`config.mk`:
```
export PLATFORM = sky130hd
export DESIGN_NAME = input_loader
export DESIGN_NICKNAME = d
export VERILOG_FILES = /design/src/rtl/input_loader.sv
export SDC_FILE = /design/constraint.sdc
export NUM_CORES = 2
export LEC_CHECK = 0
export ABC_AREA = 0
export CELL_PAD_IN_SITES_DETAIL_PLACEMENT = 1
export CELL_PAD_IN_SITES_GLOBAL_PLACEMENT = 1
export CORE_UTILIZATION = 30
export DETAILED_ROUTE_END_ITERATION = 8
export GPL_TIMING_DRIVEN = 0
export PLACE_DENSITY = 0.67
export SLEW_MARGIN = 20
export SYNTH_ARGS = -nofsm -noshare
export SYNTH_HDL_FRONTEND = slang
export SYNTH_SLANG_ARGS = --single-unit
```
`constraint.sdc`:
```
create_clock -name clk -period 8.1 [get_ports clk]
set_input_delay 2.025 -clock clk [delete_from_list [all_inputs] [get_ports clk]]
set_output_delay 2.025 -clock clk [all_outputs]
set_load 0.02 [all_outputs]
```
`src/rtl/input_loader.sv`:
```
// Byte-stream loader for the layer-one image (28x28 bits) and eight 3x3 kernels; bytes land in storage one cycle after acceptance.
// Backpressure: load_ready drops once all 107 bytes are stored or outside LOAD; data_valid without load_ready is ignored.
module input_loader (
  input  logic             clk,
  input  logic             rst,
  input  logic [2:0]       state,
  input  logic [7:0]       data_in,
  input  logic             data_valid,
  output logic             load_ready,
  output logic [27:0]      pixels  [27:0],
  output logic [2:0][2:0]  weights [7:0],
  output logic [6:0]       byte_cnt,
  output logic             load_done
);

  localparam logic [2:0] ST_IDLE  = 3'b000;
  localparam logic [2:0] ST_LOAD  = 3'b001;
  localparam int         N_BYTES  = 107;
  localparam int         N_BITS   = N_BYTES * 8;
  localparam int         PIX_BITS = 28 * 28;

  // Flat image of the whole stream: stream bit n lives at store[n], so every
  // byte is a simple 8-bit slice and the arrays are pure rewiring below.
  logic [N_BITS-1:0] store;
  logic              accept;
  logic [9:0]        wr_base;

  assign load_ready = (state == ST_LOAD) && !load_done;
  assign accept     = load_ready && data_valid;
  assign wr_base    = {byte_cnt, 3'b000};

  always_ff @(posedge clk) begin
    if (rst) begin
      store     <= '0;
      byte_cnt  <= '0;
      load_done <= 1'b0;
    end else if (state == ST_IDLE) begin
      // Arrays are kept so a finished image survives the return to IDLE.
      byte_cnt  <= '0;
      load_done <= 1'b0;
    end else if (accept) begin
      store[wr_base +: 8] <= data_in;
      byte_cnt            <= byte_cnt + 7'd1;
      load_done           <= (byte_cnt == 7'(N_BYTES - 1));
    end
  end

  for (genvar r = 0; r < 28; r++) begin : g_pix
    assign pixels[r] = store[28*r +: 28];
  end

  // Packed [2:0][2:0] places kernel element (r,c) at bit 3r+c, matching m%9.
  for (genvar k = 0; k < 8; k++) begin : g_wgt
    assign weights[k] = store[PIX_BITS + 9*k +: 9];
  end

endmodule
```
==> impl_results.md <==
* Core footprint at between 0.1 and 0.15 mm2
* Drt via density at slightly below 5
* Part of the cycle the worst path needs at between 70% and 80%
* R2R Setup Slk at approximately 3.2 ns
* Top cells by area, synth: dfxtp_1, mux2i_1, nand2b_1, clkbuf_1, or3_1
* Max IR drop VDD at between 150 and 200 uV
* CTS tree: built
* Routed length per placed instance at 28.9 um
* Post-synth top area cell: dfxtp_1
* Total negative slack at 0 ns
* PD cells at 189 mW/mm2
* Die X-Extent at around 350 um
* Cells after Synth at around 3400
* FFs w/ async S/R, synth at 0%
* Placed inst area at 0.0465 mm2
* Clock root cell: clkbuf_16
* Setup skew after layout at between 0.015 and 0.02 ns
* Startpoint Class: input port
* Relative slew slack at about 20%
* Crit path DAT at 4.01 ns
* Initial Utilization at a little under a third
* Clk_lat worst skew at around 0.7 ns
* Final Hold Viols at 0
* Tmin final at roughly 6.0 ns
* R2R Path Start: byte_cnt[0]$_SDFFE_PP0P_
* Clock sinks at around 860
* CP max FO at 7
* RSZ-0062 raised after global routing: no
* Postcts setup bufs at 0
* Post-CTS Resized at 0
* Clock Path Buffers at 3
* Post-Syn Nets at 3408
* Setup CP Type: in2out
* Top cell type's share of synthesized area at between 40% and 50%
* Vias in the first global route at around 31000
* Syn avg cell area at roughly 11 um2
* Site row count at 126
* CP startpoint: state[0]
* WP data required at between 6 and 7 ns
* Residual DRC count at 0
* Max_cap viols at 0
* Leak Pwr at between 20 and 25 nW
* Synth cell types at 65
* Slew Viols, Final at 0
* Seq cells post-synth at between 800 and 900
* IO Port Bufs at 870
* Sequential-to-total area share from yosys stat at approximately half
* Die area at roughly 0.12 mm2
* Layout area overhead at 40.4%
* Vias at between 20000 and 30000
* Hold Startpoint: store[652]$_SDFFE_PP0P_
* Routed WL at between 150000 and 200000 um
* Initial antenna violation count at 5
* Mapped Area at approximately 0.036 mm2
* Hold Crit Class: reg2reg
* Slew @ Worst Pin at 1.20 ns
* Worst setup EP type: output pin
* CTS clk-pin slew, worst paths at ~0.06 ns
* Cts hold-fix bufs at 0
* Share of cells above drive strength 1 at slightly below 7%
* ANT nets after route at 0
* Status: finished clean
* Inserted Clock Buffers at 99
* Final net count at around 4400
* Ys Warns at 0
* Drt initial violations at about 1400
* First-pass GRT wire length at 241000 um
* Finished Cell Area at roughly 0.05 mm2
* Chip Height at between 300 and 400 um
* I/O pin count at slightly below 900
* Most common flop cell mapped by yosys: dfxtp_1
* DP HPWL at between 100000 and 150000 um
* Gr ovfl total at 0
* CTS H-tree depth at 3
* Placer Congestion at about 0.9
* Pin count of the biggest net entering global routing at 15
* Final setup violation count at 0
* Peak Freq at approximately 170 MHz
* EDFF count, synth at 0
* Router iterations before antenna repair at 7
* Tot GR Track Use at between 20% and 30%
==> report_power, final <==
| group | switching (mW) | internal (mW) |
|---|---|---|
| Clock | 1.96 | 2.93 |
| Combinational | 0.226 | 0.100 |
| Sequential | 0.000790 | 4.25 |
==> through the flow <==
stage	std cells	power [mW]	hold WS [ns]	setup slack (ns)	util [%]
2_1_floorplan	3388	4.51	0.546	3.34	-
3_3_place_gp	5794	4.66	0.457	1.79	39.3
3_5_place_dp	5804	4.68	0.464	2.05	39.5
4_1_cts	5991	9.57	0.475	2.05	42.5
5_1_grt	5991	9.73	0.491	1.94	42.5
6_report	5995	9.47	0.473	2.06	42.5
==> worst max-delay path: stages <==
cell             delay (ns)
clkdlybuf4s50_1        0.51
nor4b_2                0.61
clkdlybuf4s50_1        0.86
==> layer usage <==
metal / wire, um / vias up / global-route usage, %
met1: 70000 / 14900 / 32.3
li1: - / 13400 / -
met2: 84700 / 905 / 49.1
met5: 0 / - / 0
met4: 6190 / 0 / 9.17
met3: 12500 / 234 / 8.50
==> cell type report <==
| type | count | area [um2] |
|---|---|---|
| Inverter | 6 | 22.5 |
| Sequential cell | 864 | 17300 |
| Clock inverter | 36 | 574 |
| Clock buffer | 151 | 2980 |
| Tap cell | 1536 | 1920 |
| Antenna cell | 4 | 10.0 |
| Multi-Input combinational cell | 2268 | 17400 |
| Buffer | 250 | 1020 |
| Timing Repair Buffer | 880 | 8850 |
| Fill cell | 13000 | 67800 |
==> cell families after synthesis <==
kind of cell / share of synthesized area, %
AOI/OAI and AO/OA: 1.09
xor gates and xnor gates: 0.242
adders and majority gates: 0.210
buffers and inverters: 2.90
DFF: 48.5
muxes: 23.6
and+or+nand+nor: 23.5
==> path summary, 6_finish.rpt <==
check / depth (start not counted) / end
setup / recovery: 3 / load_ready
hold / removal: 2 / store[652]$_SDFFE_PP0P_
setup reg to reg: 11 / store[514]$_SDFFE_PP0P_
hold reg to reg: 2 / store[652]$_SDFFE_PP0P_
==> synth_stat cells, drive strengths merged (2+ instances only) <==
| master | number |
|---|---|
| nor2b | 18 |
| mux2i | 839 |
| nor4 | 2 |
| o211ai | 3 |
| clkbuf | 191 |
| nor3 | 17 |
| nor3b | 2 |
| nand3b | 3 |
| xor2 | 2 |
| nand4 | 49 |
| or3 | 102 |
| o21ai | 26 |
| o21a | 2 |
| nor2 | 47 |
| nand3 | 82 |
| dfxtp | 864 |
| o22ai | 2 |
| nand2 | 139 |
| nand2b | 856 |
| nand4b | 2 |
| o41a | 2 |
| xnor2 | 7 |
| mux2 | 3 |
| and2 | 5 |
| a21oi | 10 |
| a21o | 2 |
| inv | 6 |
| and4 | 8 |
| nor4b | 4 |
| or2 | 2 |
| buf | 59 |
| ha | 6 |
| o41ai | 2 |
| or3b | 2 |
| and3 | 9 |
| a211oi | 4 |
==> cells in the final DEF, fill, tap and decap left out, types with 29 or more instances in the layout <==
cell             count
mux2i_1            839
nand3_1             62
clkbuf_8            29
nand2b_1           856
clkdlybuf4s50_1    870
dfxtp_1            864
buf_2               37
nor2_1              46
clkbuf_16          100
or3_1              102
clkbuf_1           204
nand2_1            139
==> registers in the layout (all words and copies together) (netlist names) <==
signal,cells
load_done,1
byte_cnt,7
store,856
Power figures use the tool's default switching activity.
